[src/rtl/sensor_irq_aggregator.sv]
// Multi-channel sensor interrupt collector: sync, debounce, polarity, level/edge pending,
// overrun capture and mask, behind a zero-wait Avalon-MM slave with one combined irq.
module sensor_irq_aggregator #(
  parameter int unsigned           NUM_CH     = 4,
  parameter int unsigned           DEBOUNCE_W = 8,
  parameter logic [NUM_CH-1:0]     POL_RESET  = '0,
  parameter logic [NUM_CH-1:0]     MODE_RESET = '0,
  parameter logic [DEBOUNCE_W-1:0] DEB_RESET  = '0
) (
  input  logic              clk_clk,
  input  logic              reset_reset,
  input  logic [NUM_CH-1:0] irq_in,
  input  logic [2:0]        avs_address,
  input  logic              avs_read,
  input  logic              avs_write,
  input  logic [31:0]       avs_writedata,
  input  logic [3:0]        avs_byteenable,
  output logic [31:0]       avs_readdata,
  output logic              avs_readdatavalid,
  output logic              avs_waitrequest,
  output logic              irq
);

  logic [NUM_CH-1:0]     sync1_q, sync2_q;
  logic [NUM_CH-1:0]     deb_q, deb_d;
  logic [NUM_CH-1:0]     pend_q, pend_d;
  logic [NUM_CH-1:0]     ovr_q, ovr_d;
  logic [NUM_CH-1:0]     mask_q, pol_q, mode_q;
  logic [DEBOUNCE_W-1:0] deb_cfg_q;
  logic [DEBOUNCE_W-1:0] cnt_q [NUM_CH];
  logic [DEBOUNCE_W-1:0] cnt_d [NUM_CH];

  logic [NUM_CH-1:0] asserted, rise;
  logic [NUM_CH-1:0] w1c_pend, w1c_ovr;
  logic [31:0]       be_mask;
  logic [31:0]       mask_wr, pol_wr, mode_wr, deb_wr, clr_wr;
  logic [31:0]       rd_mux;
  logic              wr_mask, wr_pol, wr_mode, wr_deb, wr_pend, wr_ovr;
  logic              rd_en;
  logic              unused_bits;

  function automatic logic [31:0] merge(input logic [31:0] old, input logic [31:0] wd,
                                        input logic [31:0] m);
    return (old & ~m) | (wd & m);
  endfunction

  assign be_mask = {{8{avs_byteenable[3]}}, {8{avs_byteenable[2]}},
                    {8{avs_byteenable[1]}}, {8{avs_byteenable[0]}}};

  assign wr_pend = avs_write && (avs_address == 3'd1);
  assign wr_mask = avs_write && (avs_address == 3'd2);
  assign wr_pol  = avs_write && (avs_address == 3'd3);
  assign wr_mode = avs_write && (avs_address == 3'd4);
  assign wr_deb  = avs_write && (avs_address == 3'd5);
  assign wr_ovr  = avs_write && (avs_address == 3'd6);
  // A simultaneous write takes priority and suppresses the read.
  assign rd_en   = avs_read && !avs_write;

  assign mask_wr = merge(32'(mask_q), avs_writedata, be_mask);
  assign pol_wr  = merge(32'(pol_q), avs_writedata, be_mask);
  assign mode_wr = merge(32'(mode_q), avs_writedata, be_mask);
  assign deb_wr  = merge(32'(deb_cfg_q), avs_writedata, be_mask);
  assign clr_wr  = avs_writedata & be_mask;

  assign w1c_pend = wr_pend ? clr_wr[NUM_CH-1:0] : '0;
  assign w1c_ovr  = wr_ovr ? clr_wr[NUM_CH-1:0] : '0;

  assign unused_bits = ^{mask_wr, pol_wr, mode_wr, deb_wr, clr_wr};

  assign asserted = sync2_q ^ pol_q;

  always_comb begin
    deb_d = deb_q;
    for (int i = 0; i < int'(NUM_CH); i++) begin
      cnt_d[i] = '0;
      if (asserted[i] != deb_q[i]) begin
        if (cnt_q[i] == deb_cfg_q) begin
          deb_d[i] = asserted[i];
        end else begin
          cnt_d[i] = cnt_q[i] + 1'b1;
        end
      end
    end
  end

  // Pending follows the debounce update on the same edge, giving 3 + DEBOUNCE latency.
  assign rise   = deb_d & ~deb_q;
  assign pend_d = (mode_q & ((pend_q & ~w1c_pend) | rise)) | (~mode_q & deb_d);
  assign ovr_d  = (ovr_q & ~w1c_ovr) | (mode_q & rise & pend_q);

  always_comb begin
    rd_mux = '0;
    case (avs_address)
      3'd0:    rd_mux = 32'(deb_q);
      3'd1:    rd_mux = 32'(pend_q);
      3'd2:    rd_mux = 32'(mask_q);
      3'd3:    rd_mux = 32'(pol_q);
      3'd4:    rd_mux = 32'(mode_q);
      3'd5:    rd_mux = 32'(deb_cfg_q);
      3'd6:    rd_mux = 32'(ovr_q);
      default: rd_mux = '0;
    endcase
  end

  always_ff @(posedge clk_clk or posedge reset_reset) begin
    if (reset_reset) begin
      sync1_q   <= '0;
      sync2_q   <= '0;
      deb_q     <= '0;
      pend_q    <= '0;
      ovr_q     <= '0;
      mask_q    <= '0;
      pol_q     <= POL_RESET;
      mode_q    <= MODE_RESET;
      deb_cfg_q <= DEB_RESET;
      for (int i = 0; i < int'(NUM_CH); i++) begin
        cnt_q[i] <= '0;
      end
    end else begin
      sync1_q <= irq_in;
      sync2_q <= sync1_q;
      deb_q   <= deb_d;
      pend_q  <= pend_d;
      ovr_q   <= ovr_d;
      for (int i = 0; i < int'(NUM_CH); i++) begin
        cnt_q[i] <= cnt_d[i];
      end
      if (wr_mask) mask_q    <= mask_wr[NUM_CH-1:0];
      if (wr_pol)  pol_q     <= pol_wr[NUM_CH-1:0];
      if (wr_mode) mode_q    <= mode_wr[NUM_CH-1:0];
      if (wr_deb)  deb_cfg_q <= deb_wr[DEBOUNCE_W-1:0];
    end
  end

  always_ff @(posedge clk_clk or posedge reset_reset) begin
    if (reset_reset) begin
      avs_readdata      <= '0;
      avs_readdatavalid <= 1'b0;
    end else begin
      avs_readdatavalid <= rd_en;
      if (rd_en) avs_readdata <= rd_mux;
    end
  end

  assign avs_waitrequest = 1'b0;
  assign irq             = |(pend_q & mask_q);

endmodule

[config.mk]
export PLATFORM = sky130hd
export DESIGN_NAME = sensor_irq_aggregator
export DESIGN_NICKNAME = d
export VERILOG_FILES = /design/src/rtl/sensor_irq_aggregator.sv
export SDC_FILE = /design/constraint.sdc
export NUM_CORES = 1
export LEC_CHECK = 0
export ABC_AREA = 1
export CORE_MARGIN = 4
export CORE_UTILIZATION = 35
export CTS_CLUSTER_DIAMETER = 30
export DETAILED_ROUTE_END_ITERATION = 12
export PLACE_DENSITY_LB_ADDON = 0.25
export SLEW_MARGIN = 20
export SYNTH_ARGS = -nofsm -noshare
export SYNTH_HDL_FRONTEND = slang
export SYNTH_SLANG_ARGS = --single-unit
[constraint.sdc]
create_clock -name clk_clk -period 2.57 [get_ports clk_clk]
set_input_delay 0.3855 -clock clk_clk [delete_from_list [all_inputs] [get_ports clk_clk]]
set_output_delay 0.3855 -clock clk_clk [all_outputs]
set_load 0.03 [all_outputs]
==> flow_metrics.env, run 1 <==
export IMPL_grt_use_total=0.144
export IMPL_totalNegativeSetupSlack_ps=0
export IMPL_worst_setup_path_type="reg -> out"
export IMPL_share_of_synthesized_area_occupied_by_flip_flops_and_latches=0.458
export IMPL_drt_pass1_iter_count=4
export IMPL_cts_tree="done"
export IMPL_number_of_rows_created_at_floorplan=40
export IMPL_cts_hold_buffers=0
export IMPL_fin_skew_ps=6.22
export IMPL_worst_skew_pair_late_latency_ps=340
export IMPL_antenna_left=0
export IMPL_critical_path_startpoint_type="flip-flop"
export IMPL_rsz_0062_raised_after_global_routing="no"
export IMPL_synth_seq_cells=81
export IMPL_first_global_vias=3319
export IMPL_clk_pin_slew_ps=50
export IMPL_syn_area_um2=4430
export IMPL_critical_path_max_stage_delay_ps=600
export IMPL_outcome="completed"
export IMPL_ys_flop_type="dfrtp_1"
export IMPL_timing_final_crit_period_ps=2150
export IMPL_via_count=3352
export IMPL_die_width_um=120
export IMPL_design_final_nets=628
export IMPL_crit_path_cell_trace="inv_1 > o22ai_1 > a221o_1 > clkdlybuf4s50_1"
export IMPL_largest_family_of_logic_cells_by_synthesized_area="simple AND/OR/NAND/NOR gates"
export IMPL_gp_congestion=0.835
export IMPL_place_worst_setup_slack_ps=562
export IMPL_via_per_inst=4.48
export IMPL_route_detailed_wl_per_inst_um=12.8
export IMPL_insertedDiodeCount=0
export IMPL_netlist_top_cell_by_area="dfrtp_1"
export IMPL_post_cts_setup_buffers=0
export IMPL_netlist_instances=543
export IMPL_cp_end_kind="output port"
export IMPL_mostFrequentLayoutCell="nand2_1"
export IMPL_fin_worst_hold_slack_ps=346
export IMPL_synth_xor_area_frac=0.0867
export IMPL_route_detailed_drc=0
export IMPL_post_route_cells_drive_above_1_share=0.0845
export IMPL_cp_arrival_ps=1770
export IMPL_power_per_cell_area_nw_per_um2=809
export IMPL_overall_die_area_um2=14500
export IMPL_fmaxAchievable_mhz=465
export IMPL_synth_adder_area_share=0.0113
export IMPL_clock_tree_root_cell="clkbuf_16"
export IMPL_fp_dieH_um=120
export IMPL_placeableCoreArea_um2=12200
export IMPL_synth_warnings=0
export IMPL_areaGrowthSynthToFinish_pct=15.0
export IMPL_grt_overflow_total=0
export IMPL_clock_sinks=81
export IMPL_drv_max_cap_violation_count=0
export IMPL_avgSynthCellArea_um2=8.16
export IMPL_maximum_number_of_pins_on_one_net_before_global_route_repair=82
export IMPL_hold_path_class="reg -> reg"
export IMPL_synthTopCellsByArea="dfrtp_1 (46%), nand2_1 (12%), nor2_1 (5.3%)"
export IMPL_compound_cell_area_share_of_the_yosys_netlist=0.0619
export IMPL_setup_viol_count_final=0
export IMPL_antenna_found_initial=0
export IMPL_dr_first_iter_drc_count=181
export IMPL_irDropWorstVdd_mv=0.346
export IMPL_top_level_ports=82
export IMPL_yosys_area_share_simple=0.272
export IMPL_ctsHtreeMaxLevel=3
export IMPL_final_hold_violation_count=0
export IMPL_synth_edf_count=0
export IMPL_share_of_flip_flops_with_an_asynchronous_set_or_reset=1.00
export IMPL_port_buffers=29
export IMPL_initial_utilization=0.363
export IMPL_slowest_stage="clkdlybuf4s50_1"
export IMPL_fin_ws_ps=417
export IMPL_critPathRequiredTime_ps=2180
export IMPL_layout_common_cells="nand2_1 (141), dfrtp_1 (81), nor2_1 (63)"
export IMPL_timing_final_max_slew_violations=0
export IMPL_max_clock_path_buffers=2
export IMPL_cellLeakagePower_nw=2.36
export IMPL_synth_lib_cells_used_distinct=35
export IMPL_synth_top_area_frac=0.458
export IMPL_critical_path_max_fanout=3
export IMPL_drt_total_wl_um=9600
export IMPL_grt_pass1_wl_um=16400
export IMPL_cts_repair_resize_count=0
export IMPL_final_clock_period_utilization_by_the_worst_path=0.838
export IMPL_dp_hpwl_um=7200
export IMPL_post_synth_mux_area_share=0
export IMPL_cts_buffers=9
-- worst paths after layout --
check,cells past startpoint,from,end,slack (ps)
setup / recovery,4,pend_q[2],irq,420
hold / removal,0,sync1_q[3],sync2_q[3],350
setup reg to reg,8,flip-flop,cnt_q[4],1030
hold reg to reg,0,sync1_q[3],sync2_q[3],350
max in group asynchronous,3,reset_reset,cnt_q[5],1760
min in group asynchronous,3,reset_reset,sync1_q[2],440
-- through the flow --
stage | cells | cell area [um^2] | power [mW] | util
after floorplan | 567 | 4520 | 2.59 | -
after global placement | 734 | 4810 | 2.87 | 0.394
after detailed placement | 734 | 4810 | 2.90 | 0.394
after CTS | 748 | 5090 | 4.18 | 0.417
after global routing | 748 | 5090 | 4.42 | 0.417
final | 748 | 5090 | 4.12 | 0.417
-- cell families after synthesis --
family	Yosys count
compound gates	47
xor+xnor	43
fa+ha+maj	4
buf+inv	98
flops	81
other cells	1
simple gates	269
-- metal layers --
layer,track usage,up-vias,share of wire
li1,-,1715,-
met1,0.193,1554,0.47
met2,0.229,77,0.47
met3,0.0430,6,0.056
met4,0.0361,0,0.0099
met5,0,-,0
-- worst max-delay path, delay by kind of cell (launching register included) --
| family | cells | cell delay, ps |
|---|---|---|
| DFF | 1 | 390 |
| buffers and inverters | 2 | 680 |
| AOI/OAI and AO/OA | 2 | 350 |
-- final cells by class --
| cell class | count | area [um^2] |
|---|---|---|
| multi-input combinational | 388 | 2010 |
| sequential | 81 | 2030 |
| fill | 1238 | 7120 |
| clock inverter | 3 | 42.5 |
| timing repair buffer | 30 | 310 |
| tap | 168 | 210 |
| clock buffer | 11 | 243 |
| inverter | 67 | 253 |
-- synth_stat cells (4+ instances only) --
cell	number
nand2_1	141
dfrtp_1	81
nor2_1	63
inv_1	56
nand3_1	27
buf_4	25
xnor2_1	25
o21ai_0	19
xor2_1	17
inv_2	11
o21ai_1	10
nor3_1	8
nand2_2	7
o22ai_1	5
o31ai_1	5
a21oi_1	4
and2_1	4
buf_2	4
ha_1	4
nor3_2	4
-- power by group --
part | switching, mW | leakage, nW | internal [mW]
Sequential | 0.263 | 1.05 | 1.50
Clock | 0.483 | 0.137 | 0.766
Combinational | 0.680 | 1.17 | 0.427
Total | 1.43 | 2.36 | 2.69
Note: power is estimated with default switching activity, not from simulation.
==> run 2, diff against run 1 <==
==> constraint.sdc (replaced) <==
create_clock -name clk_clk -period 2.1 [get_ports clk_clk]
set_input_delay 0.315 -clock clk_clk [delete_from_list [all_inputs] [get_ports clk_clk]]
set_output_delay 0.315 -clock clk_clk [all_outputs]
set_load 0.03 [all_outputs]
==> run 2 against run 1 <==
  * Sequential power increased by 23%
  * Utilization unchanged
  * Total power up 23%
==> flow_metrics.env, run 2 (synthesis gave the netlist of run 1 again) <==
export IMPL_outcome="completed"
export IMPL_crit_path_cell_trace="inv_1 > o22ai_1 > a221o_1 > dlygate4sd2_1"
export IMPL_worst_setup_path_type="reg -> out"
export IMPL_drv_max_cap_violation_count=0
export IMPL_clock_sinks=81
export IMPL_clk_pin_slew_ps=60
export IMPL_worst_skew_pair_late_latency_ps=340
export IMPL_grt_pass1_wl_um=16400
export IMPL_critical_path_max_stage_delay_ps=400
export IMPL_irDropWorstVdd_mv=0.323
export IMPL_via_count=3378
export IMPL_grt_use_total=0.141
export IMPL_port_buffers=29
export IMPL_first_global_vias=3389
export IMPL_hold_path_class="reg -> reg"
export IMPL_route_detailed_wl_per_inst_um=12.9
export IMPL_nFillCells=1269
export IMPL_antenna_found_initial=0
export IMPL_ctsHtreeMaxLevel=3
export IMPL_rsz_0062_raised_after_global_routing="no"
export IMPL_power_per_cell_area_nw_per_um2=992
export IMPL_timing_final_crit_period_ps=1840
export IMPL_layout_common_cells="nand2_1 (141), dfrtp_1 (81), nor2_1 (63)"
export IMPL_number_of_rows_created_at_floorplan=40
export IMPL_fmaxAchievable_mhz=542
export IMPL_total_power_mw=5.05
export IMPL_cp_end_kind="output port"
export IMPL_drt_total_wl_um=9640
export IMPL_setup_viol_count_final=0
export IMPL_die_width_um=120
export IMPL_final_hold_violation_count=0
export IMPL_critical_path_startpoint_type="flip-flop"
export IMPL_antenna_left=0
export IMPL_cts_tree="done"
export IMPL_worst_setup_path_startpoint="pend_q[2]"
export IMPL_gp_congestion=0.841
export IMPL_fin_skew_ps=9.55
export IMPL_dr_first_iter_drc_count=172
export IMPL_critPathRequiredTime_ps=1780
export IMPL_maximum_number_of_pins_on_one_net_before_global_route_repair=82
export IMPL_hp_start="sync1_q[0]"
export IMPL_top_level_ports=82
export IMPL_overall_die_area_um2=14500
export IMPL_cellLeakagePower_nw=2.37
export IMPL_insertedDiodeCount=0
export IMPL_route_detailed_drc=0
export IMPL_initial_utilization=0.363
export IMPL_cts_hold_buffers=0
export IMPL_post_route_cells_drive_above_1_share=0.0862
export IMPL_cp_arrival_ps=1530
export IMPL_critical_path_max_fanout=3
export IMPL_dp_hpwl_um=7210
export IMPL_via_per_inst=4.52
export IMPL_cts_buffers=9
export IMPL_totalNegativeSetupSlack_ps=0
export IMPL_clock_tree_root_cell="clkbuf_16"
export IMPL_final_clock_period_utilization_by_the_worst_path=0.878
export IMPL_design_final_nets=628
export IMPL_mostFrequentLayoutCell="nand2_1"
export IMPL_grt_overflow_total=0
export IMPL_areaGrowthSynthToFinish_pct=15.0
export IMPL_fp_dieH_um=120
export IMPL_placeableCoreArea_um2=12200
export IMPL_timing_final_max_slew_violations=0
export IMPL_slowest_stage="dfrtp_1"
export IMPL_drt_pass1_iter_count=4
export IMPL_setup_reg_to_reg_worst_slack_ps=580
export IMPL_max_clock_path_buffers=2
==> run 2: stage by stage <==
| step | utilization | worst slack (ps) | area [um^2] | cells | hold slack [ps] |
|---|---|---|---|---|---|
| 2_1_floorplan | - | 857 | 4520 | 567 | 331 |
| 6_report | 0.417 | 255 | 5090 | 748 | 348 |
| 3_5_place_dp | 0.394 | 162 | 4810 | 734 | 337 |
| 4_1_cts | 0.417 | 237 | 5090 | 748 | 350 |
| 5_1_grt | 0.417 | 173 | 5090 | 748 | 369 |
| 3_3_place_gp | 0.394 | 216 | 4810 | 734 | 332 |
==> run 2: area by class of cell <==
cell class	count	area, um^2	area share
sequential	81	2030	0.398
multi-input combinational	388	2010	0.394
timing repair buffer	30	309	0.0607
inverter	67	255	0.0501
clock buffer	10	239	0.0469
tap	168	210	0.0413
clock inverter	4	45.0	0.00885
==> run 2: final timing paths <==
kind / depth (start not counted) / endpoint
min in group asynchronous: 3 / ovr_q[2]
min: 0 / sync2_q[0]
max: 4 / irq
max reg2reg: 8 / cnt_q[1]
max in group asynchronous: 3 / asynchronous set/reset pin
min reg2reg: 0 / sync2_q[0]
==> run 2: worst max-delay path: cells and delay by family, from the launching register on <==
family                 cells  cell delay [ps]
buffers and inverters      2              450
DFF                        1              400
AOI/OAI and AO/OA          2              350
==> run 2: layer usage <==
layer	global-route usage	up-vias	wire length (um)
li1	-	1721	-
met1	0.189	1577	4620
met2	0.230	70	4520
met3	0.0332	10	392
met4	0.0404	0	116
met5	0	-	0
==> run 2: report_power, final <==
group          internal [mW]  total (mW)  switching, mW
sequential              1.83        2.16          0.322
combinational          0.518        1.35          0.834
clock                  0.934        1.54          0.609
==> run 2: timing repair <==
action,CTS,global route
gates resized for setup,1,0
endpoints found under the setup margin,1,0
buffers inserted,0,0
